$ cat src/rtl/rv_decode_pkg.sv
// Shared RISC-V decode definitions: opcode constants, format codes and the
// decoded-entry record carried through the decode pipe.
package rv_decode_pkg;

   localparam int XLEN_MAX = 64;

   localparam logic [6:0] OPC_LOAD    = 7'b0000011;
   localparam logic [6:0] OPC_OPIMM   = 7'b0010011;
   localparam logic [6:0] OPC_STORE   = 7'b0100011;
   localparam logic [6:0] OPC_BRANCH  = 7'b1100011;
   localparam logic [6:0] OPC_LUI     = 7'b0110111;
   localparam logic [6:0] OPC_AUIPC   = 7'b0010111;
   localparam logic [6:0] OPC_JAL     = 7'b1101111;
   localparam logic [6:0] OPC_JALR    = 7'b1100111;
   localparam logic [6:0] OPC_SYSTEM  = 7'b1110011;
   localparam logic [6:0] OPC_OP      = 7'b0110011;
   localparam logic [6:0] OPC_OPIMM32 = 7'b0011011;
   localparam logic [6:0] OPC_OP32    = 7'b0111011;

   typedef enum logic [2:0] {
      FMT_R = 3'd0,
      FMT_I = 3'd1,
      FMT_S = 3'd2,
      FMT_B = 3'd3,
      FMT_U = 3'd4,
      FMT_J = 3'd5
   } fmt_t;

   // pc/imm are sized for the widest core; narrower cores use the low XLEN bits.
   typedef struct packed {
      logic [31:0]         instr;
      logic [XLEN_MAX-1:0] pc;
      logic [XLEN_MAX-1:0] imm;
      fmt_t                fmt;
      logic                illegal;
   } dec_entry_t;

endpackage

$ cat src/rtl/imm_decode_comb.sv
// Combinational RISC-V format classifier and immediate generator.
module imm_decode_comb
   import rv_decode_pkg::*;
#(
   parameter int XLEN = 32
) (
   input  logic [31:0]            instr,
   output logic signed [XLEN-1:0] imm,
   output fmt_t                   fmt,
   output logic                   illegal
);

   localparam bit RV64 = (XLEN == 64);

   function automatic logic signed [XLEN-1:0] sext32(input logic signed [31:0] v);
      return XLEN'(v);
   endfunction

   function automatic logic signed [XLEN-1:0] zext_shamt(input logic [5:0] v);
      return $signed(XLEN'(v));
   endfunction

   logic [6:0] opc;
   logic [2:0] funct3;
   logic       is_shift;

   always_comb begin
      opc      = instr[6:0];
      funct3   = instr[14:12];
      is_shift = (funct3 == 3'b001) || (funct3 == 3'b101);
      imm      = '0;
      fmt      = FMT_R;
      illegal  = 1'b0;
      case (opc)
         OPC_OP:   fmt = FMT_R;
         OPC_OP32: illegal = !RV64;
         OPC_LOAD, OPC_JALR, OPC_SYSTEM: begin
            fmt = FMT_I;
            imm = sext32({{20{instr[31]}}, instr[31:20]});
         end
         // Shift amounts are zero-extended so funct7/funct6 never reach imm.
         OPC_OPIMM: begin
            fmt = FMT_I;
            if (is_shift)
               imm = zext_shamt(RV64 ? instr[25:20] : {1'b0, instr[24:20]});
            else
               imm = sext32({{20{instr[31]}}, instr[31:20]});
         end
         OPC_OPIMM32: begin
            if (RV64) begin
               fmt = FMT_I;
               if (is_shift)
                  imm = zext_shamt({1'b0, instr[24:20]});
               else
                  imm = sext32({{20{instr[31]}}, instr[31:20]});
            end else begin
               illegal = 1'b1;
            end
         end
         OPC_STORE: begin
            fmt = FMT_S;
            imm = sext32({{20{instr[31]}}, instr[31:25], instr[11:7]});
         end
         OPC_BRANCH: begin
            fmt = FMT_B;
            imm = sext32({{20{instr[31]}}, instr[7], instr[30:25], instr[11:8], 1'b0});
         end
         OPC_LUI, OPC_AUIPC: begin
            fmt = FMT_U;
            imm = sext32({instr[31:12], 12'b0});
         end
         OPC_JAL: begin
            fmt = FMT_J;
            imm = sext32({{12{instr[31]}}, instr[19:12], instr[20], instr[30:21], 1'b0});
         end
         default: illegal = 1'b1;
      endcase
   end

endmodule

$ cat src/rtl/imm_decode_stage.sv
// Registered decode stage: immediate/format decode behind a valid/ready
// handshake with a 2-entry skid buffer (main = oldest, skid = newer).
module imm_decode_stage
   import rv_decode_pkg::*;
#(
   parameter int XLEN = 32
) (
   input  logic            clk,
   input  logic            rst_n,
   input  logic            flush,
   input  logic            in_valid,
   output logic            in_ready,
   input  logic [31:0]     in_instr,
   input  logic [XLEN-1:0] in_pc,
   output logic            out_valid,
   input  logic            out_ready,
   output logic [31:0]     out_instr,
   output logic [XLEN-1:0] out_pc,
   output logic [XLEN-1:0] out_imm,
   output logic [2:0]      out_fmt,
   output logic            out_illegal
);

   localparam logic [1:0] ST_EMPTY = 2'd0;
   localparam logic [1:0] ST_ONE   = 2'd1;
   localparam logic [1:0] ST_TWO   = 2'd2;

   logic signed [XLEN-1:0] dec_imm_p0;
   fmt_t                   dec_fmt_p0;
   logic                   dec_ill_p0;
   dec_entry_t             new_p0;
   dec_entry_t             main_p1;
   dec_entry_t             skid_p1;
   logic [1:0]             state_q;
   logic [1:0]             state_d;
   logic                   vld_p1;
   logic                   rdy_q;
   logic                   acc;
   logic                   take;
   logic                   load_main_new;
   logic                   load_main_skid;
   logic                   load_skid;

   imm_decode_comb #(.XLEN(XLEN)) u_dec (
      .instr   (in_instr),
      .imm     (dec_imm_p0),
      .fmt     (dec_fmt_p0),
      .illegal (dec_ill_p0)
   );

   // Stage p0 -> p1: decoded input entry, widened to the shared record.
   always_comb begin
      new_p0.instr   = in_instr;
      new_p0.pc      = XLEN_MAX'(in_pc);
      new_p0.imm     = XLEN_MAX'(dec_imm_p0);
      new_p0.fmt     = dec_fmt_p0;
      new_p0.illegal = dec_ill_p0;
   end

   assign acc  = in_valid && rdy_q;
   assign take = vld_p1 && out_ready;

   always_comb begin
      state_d        = state_q;
      load_main_new  = 1'b0;
      load_main_skid = 1'b0;
      load_skid      = 1'b0;
      if (flush) begin
         state_d = ST_EMPTY;
      end else begin
         case (state_q)
            ST_EMPTY: if (acc) begin
               state_d       = ST_ONE;
               load_main_new = 1'b1;
            end
            ST_ONE: begin
               if (acc && !take) begin
                  state_d   = ST_TWO;
                  load_skid = 1'b1;
               end else if (acc && take) begin
                  load_main_new = 1'b1;
               end else if (take) begin
                  state_d = ST_EMPTY;
               end
            end
            ST_TWO: if (take) begin
               state_d        = ST_ONE;
               load_main_skid = 1'b1;
            end
            default: state_d = ST_EMPTY;
         endcase
      end
   end

   // Handshake flags are registered from the next state so neither ready
   // nor valid has a combinational path through this stage.
   always_ff @(posedge clk) begin
      if (!rst_n) begin
         state_q <= ST_EMPTY;
         vld_p1  <= 1'b0;
         rdy_q   <= 1'b1;
         main_p1 <= '0;
         skid_p1 <= '0;
      end else begin
         state_q <= state_d;
         vld_p1  <= (state_d != ST_EMPTY);
         rdy_q   <= (state_d != ST_TWO);
         if (load_main_new)
            main_p1 <= new_p0;
         else if (load_main_skid)
            main_p1 <= skid_p1;
         if (load_skid)
            skid_p1 <= new_p0;
      end
   end

   assign in_ready    = rdy_q;
   assign out_valid   = vld_p1;
   assign out_instr   = main_p1.instr;
   assign out_pc      = main_p1.pc[XLEN-1:0];
   assign out_imm     = main_p1.imm[XLEN-1:0];
   assign out_fmt     = main_p1.fmt;
   assign out_illegal = main_p1.illegal;

   generate
      if (XLEN < XLEN_MAX) begin : g_hi_unused
         logic unused_hi;
         assign unused_hi = ^{main_p1.pc[XLEN_MAX-1:XLEN], main_p1.imm[XLEN_MAX-1:XLEN]};
      end
   endgenerate

endmodule
$ cat config.mk
export PLATFORM = sky130hd
export DESIGN_NAME = imm_decode_stage
export DESIGN_NICKNAME = d
export VERILOG_FILES = /design/src/rtl/rv_decode_pkg.sv /design/src/rtl/imm_decode_comb.sv /design/src/rtl/imm_decode_stage.sv
export SDC_FILE = /design/constraint.sdc
export NUM_CORES = 1
export LEC_CHECK = 0
export CAP_MARGIN = 20
export CORE_MARGIN = 2
export CORE_UTILIZATION = 30
export DETAILED_ROUTE_END_ITERATION = 16
export PLACE_DENSITY = 0.51
export SLEW_MARGIN = 40
export SYNTH_ARGS = -nofsm -noshare
export SYNTH_HDL_FRONTEND = slang
export SYNTH_SLANG_ARGS = --single-unit
$ cat constraint.sdc
create_clock -name clk -period 5.1 [get_ports clk]
set_clock_uncertainty 0.05 [all_clocks]
set_input_delay 0.51 -clock clk [delete_from_list [all_inputs] [get_ports clk]]
set_output_delay 0.51 -clock clk [all_outputs]
set_load 0.01 [all_outputs]
## Word-level counts from Yosys, hierarchy flattened

Index checks and enable logic that the tools add are counted.
Widths: inputs -> output; s select.

- Eq/ne operators: 15
- Reductions and logical operators: 13
- Muxes and demuxes: 24

Operators by type and width:

| cell | count |
|---|---|
| $mux 164 | 2 |
| $pmux 32 s6 | 1 |
| $mux 32 | 1 |
| $eq 7x7->1 const B | 4 |
| $eq 7x6->1 const B | 3 |
| $pmux 3 s5 | 1 |
| $eq 7x5->1 const B | 2 |
| $mux 2 | 6 |
| $mux 1 | 11 |
| $reduce_or 10->1 | 1 |
| $eq 7x2->1 const B | 1 |
| $pmux 2 s3 | 1 |
| $logic_and 1x1->1 | 4 |
| $reduce_bool 2->1 | 2 |
| $reduce_or 4->1 | 1 |
| $eq 3x1->1 const B | 1 |
| $eq 3x3->1 const B | 1 |
| $reduce_or 3->1 | 1 |
| $eq 2x1->1 const B | 1 |
| $eq 2x2->1 const B | 1 |
| $logic_not 2->1 | 1 |
| $ne 2x2->1 const B | 1 |
| $pmux 1 s2 | 1 |
| $reduce_or 2->1 | 1 |
| 2 further kinds | 2 |

- Flip-flop bits (word level): 204
- Output and inout bits: 102
- Word-level logic and storage cells: 65
- Input bits: 69

## Depth between registers and ports, before layout

- Depth after elaboration: 7
- Depth in mapped cells: 8
- Mapped depth without buffers: 5

## By module

Synthesis repeated with hierarchy kept, for this count alone.

- Cells, all modules: 1157
- Area, all modules: 9874.5 um^2

Modules (own cells, without submodules):

| module | cells each | seq. area each (um^2) | area each (um^2) | instances |
|---|---|---|---|---|
| imm_decode_stage | 1064 | 4083.9 | 9277.6 | 1 |
| imm_decode_comb | 93 | 0.0 | 596.8 | 1 |

## Worst setup path before layout

OpenSTA, ideal clock, no wires.

- Kind: in2reg
- Start: input in_instr[5]
- End: register skid_p1[25] (netlist bit)
- Path buffers: 3
- Slack: 3.131 ns
- Arrival time: 1.800 ns
- Data required time: 4.931 ns
- Setup time: 0.119 ns
- Stages on the path: 8
- Cell sequence: buf_6 > and2_4 > buf_6 > a22oi_4 > o21bai_2 > a221o_1 > buf_6 > o221a_1

- Longest elaborated chain between the ends: 3
- Elaborated cells between the ends (all ways): 12
- Those cells by class: eq/ne (9); mux (1); reduce/logical (2)

RTL lines:

| item | line | text |
|---|---|---|
| start, declared | imm_decode_stage.sv:13 | `input logic [31:0] in_instr,` |
| $eq 7x2->1 (tied with other cells) | imm_decode_comb.sv:34 | `case (opc)` |
| $reduce_or 3->1 / $reduce_or 2->1 (equally long branches) | - |  |
| $pmux 32 s6 (*) | imm_decode_comb.sv:34 |  |
| end signal, assigned | imm_decode_stage.sv:113 | `skid_p1 <= new_p0;` |
| end, declared | imm_decode_stage.sv:33 | `dec_entry_t skid_p1;` |

Every way passes the cells marked *; elsewhere a longest branch is shown, timed or not.
A chain may end at the register's enable or synchronous reset.

## Worst setup path in the final report

- Start: input flush
- End: register main_p1, in the netlist out_imm[17]

- Longest elaborated chain between the ends: 2
- Elaborated cells between the ends (all ways): 4
- Those cells by class: mux (3); reduce/logical (1)

RTL lines:

| item | line | text |
|---|---|---|
| start, declared | imm_decode_stage.sv:10 | `input logic flush,` |
| $mux 1 | imm_decode_stage.sv:68 | `if (flush) begin` |
| $mux 164 / $reduce_bool 2->1 (equally long branches) | - |  |
| end signal, assigned | imm_decode_stage.sv:109 | `main_p1 <= new_p0;` |
| end signal, assigned | imm_decode_stage.sv:111 | `main_p1 <= skid_p1;` |
| end, declared | imm_decode_stage.sv:32 | `dec_entry_t main_p1;` |

Parallel ways exist; a longest one is shown, timed or not.

==> results.cfg <==
[global_routing]
grt_max_degree = 101
antenna_found_initial = 0
grt_pass1_vias = 6919
grt-ovfl-total = 0
grt_pass1_wl_um = 39380
groute.usage.overall = 0.1702

[layout]
nets = 1130
seq_area_sq_um = 4084
n_antenna_cell = 0
fin_cells = 1451
design_area_sq_um = 11070
fillerInstances = 2778
drive_gt1_frac = 0.07269
multiInputGateArea_sq_um = 3892
area_delta_synth_final_pct = 32.86

[sta]
drv_slew = 0
rsz0062_at_grt = false
hold_slack_ns = 0.4004
worst_pin_slew_ns = 0.8143
fmax_mhz = 393.4
tns_ns = 0
relSlewSlack = 0.4571
final-setup-viol-count = 0
hold_viol_final = 0
fin_crit_sh = 0.4984
fin_crit_ns = 2.542

[critical_path]
slowest_stage = or3_2
critPathMaxStageDelay_ns = 0.62
start_kind = input pin
worstSetupPathType = in -> reg
worstPathRequired_ns = 5.38
path_max_fanout = 67
crit_chain = clkdlybuf4s50_1, or3_2, buf_4, a21oi_2, a221oi_1
critPathArrivalTime_ns = 2.82
critPathCaptureType = register

[placement]
post_dp_cell_area_sq_um = 10300
dpl.cell_count = 1412
portBuffers = 170
dp.final_hpwl_um = 15510
gp_congestion = 0.7990

[floorplanning]
die_h_um = 170.7
die_area_sq_um = 29140
rows = 61
dieWidth_um = 170.7
io_pins = 171
core-area_sq_um = 27550
start_util = 0.3025

[synthesis]
synth_top_family_by_area = compound AO/OA/AOI/OAI gates
ys_async_sr_fraction = 0
synth-simple-area-share = 0.1521
yosys-top-cells-area = dfxtp_1, nand2_1, a21oi_1, mux2i_1, a22oi_1
synth_top_area_cell = dfxtp_1
synth_edf_count = 0
syn_area_sq_um = 8335
syn_inst = 936
synth_xor_area_frac = 0.001051
synth_nets = 1005
yosysWarnings = 0
syn_avg_cell_area_sq_um = 8.905
synth_fa_ha_area_frac = 0
synth_top_area_frac = 0.4899
ys.flop_type = dfxtp_1
muxShareOfSynthArea = 0.06950
ys_seq_elements = 204
synth_cell_type_count = 53
synth_compound_area_frac = 0.2391
ys_seq_area_frac = 0.4899

[clocking]
postCtsHoldBufs = 0
cts-root-buf = clkbuf_16
cts_inserted_buffers = 25
cts_buffer_depth = 3
h-tree-depth = 1
cts_tree = done
cts_resized = 0
clk_latency_ns = 0.51
cts_num_sinks = 204
post_cts_buffers = 0
clk_pin_slew_ns = 0.05

[hold_path]
hold_path.class = reg -> reg

[power_and_ir_drop]
p_leak_nw = 3.826
power_density_nw_per_um2 = 340.2
ir_drop_uv = 171.2

[drt]
first_iter_violations = 455
drc_errors = 0
vias = 7189
firstDrtPassIters = 5
avgRoutedWirePerCell_um = 17.42
totalWireLength_um = 25280
ant_nets = 0
vias_per_cell = 4.955

[status]
status = completed

[run]
cap_viol_max_count = 0
## final timing paths
check,slack [ns],depth (start not counted),endpoint,from
worst min-delay path,0.40,2,out_pc[15],out_pc[15]
worst max-delay path,2.56,5,out_imm[17],flush
worst max register to register,2.67,5,out_imm[17],state_q[1]
worst min register to register,0.40,2,out_pc[15],out_pc[15]
## synthesized netlist by cell type, types with 13 or more instances
master and number:
a21oi_1 104, o21ai_0 32, clkbuf_1 48, and2_1 13, a31oi_1 15, buf_2 25, nor2_1 13, a21boi_1 23
o211a_1 18, dfxtp_1 204, mux2i_1 50, a221oi_1 18, nand2_1 230, a22oi_1 43
## cells in the final DEF (no fill, tap or decap), types with 3 or more instances in the layout
cell and n:
clkbuf_16 25, o22ai_1 8, a221oi_1 18, mux2i_1 50, clkbuf_8 9, nor2_1 12, o211a_1 18, clkdlybuf4s50_1 169
nand3_1 10, a21oi_1 103, mux2_2 7, and2_1 13, clkbuf_1 3, a22oi_1 43, dfxtp_1 204, nand2_1 229
a31oi_1 15, o221a_1 10, a211oi_1 7, nand2b_1 4, buf_4 8, o21ai_0 32, a21boi_1 23, nor3_1 4
## stage by stage
stage	total power, W	util	setup WS (ns)
2_1_floorplan	0.001907	-	3.131
3_3_place_gp	0.002126	0.3711	1.918
3_5_place_dp	0.002135	0.3739	2.017
4_1_cts	0.003823	0.4018	2.547
5_1_grt	0.003923	0.4019	2.436
6_report	0.003768	0.4019	2.558
## kinds of logic (layout without fill, tap and decap cells)
family          Yosys count  in the layout
flops                   204            204
xor+xnor                  1              1
simple gates            295            295
mux                      57             57
buf+inv                  86            223
compound gates          293            293
## where the power goes
part           total [W]  internal [W]  switching, W
sequential       0.00169       0.00165     0.0000348
clock            0.00167       0.00101      0.000657
combinational   0.000408      0.000200      0.000209
## metal layers
metal,GRT usage,up-vias,share of wire
li1,-,3567,-
met1,0.2380,3436,0.48
met2,0.2718,156,0.45
met3,0.03123,30,0.047
met4,0.04013,0,0.020
met5,0,-,0
## flip-flops by register name, indices dropped and copies added, names as in the netlist
signal	count
out_instr	32
out_fmt	3
skid_p1	100
out_illegal	1
out_valid	1
out_imm	32
in_ready	1
out_pc	32
state_q	2
## worst max-delay path: cells and delay by family
family | cells | cell delay [ns]
AO/OA/AOI/OAI | 2 | 0.69
AND/OR/NAND/NOR | 1 | 0.62
buffers and inverters | 2 | 1.00
## cell type report
type                    instances  share of cell area
clock buffers                  37             0.06869
multi-input cells             646              0.3515
repair buffers                181              0.1660
well taps                     378             0.04271
inverters                       3            0.001469
clock inverters                 2           0.0009039
flip-flops and latches        204              0.3688
Power figures use the tool's default switching activity.
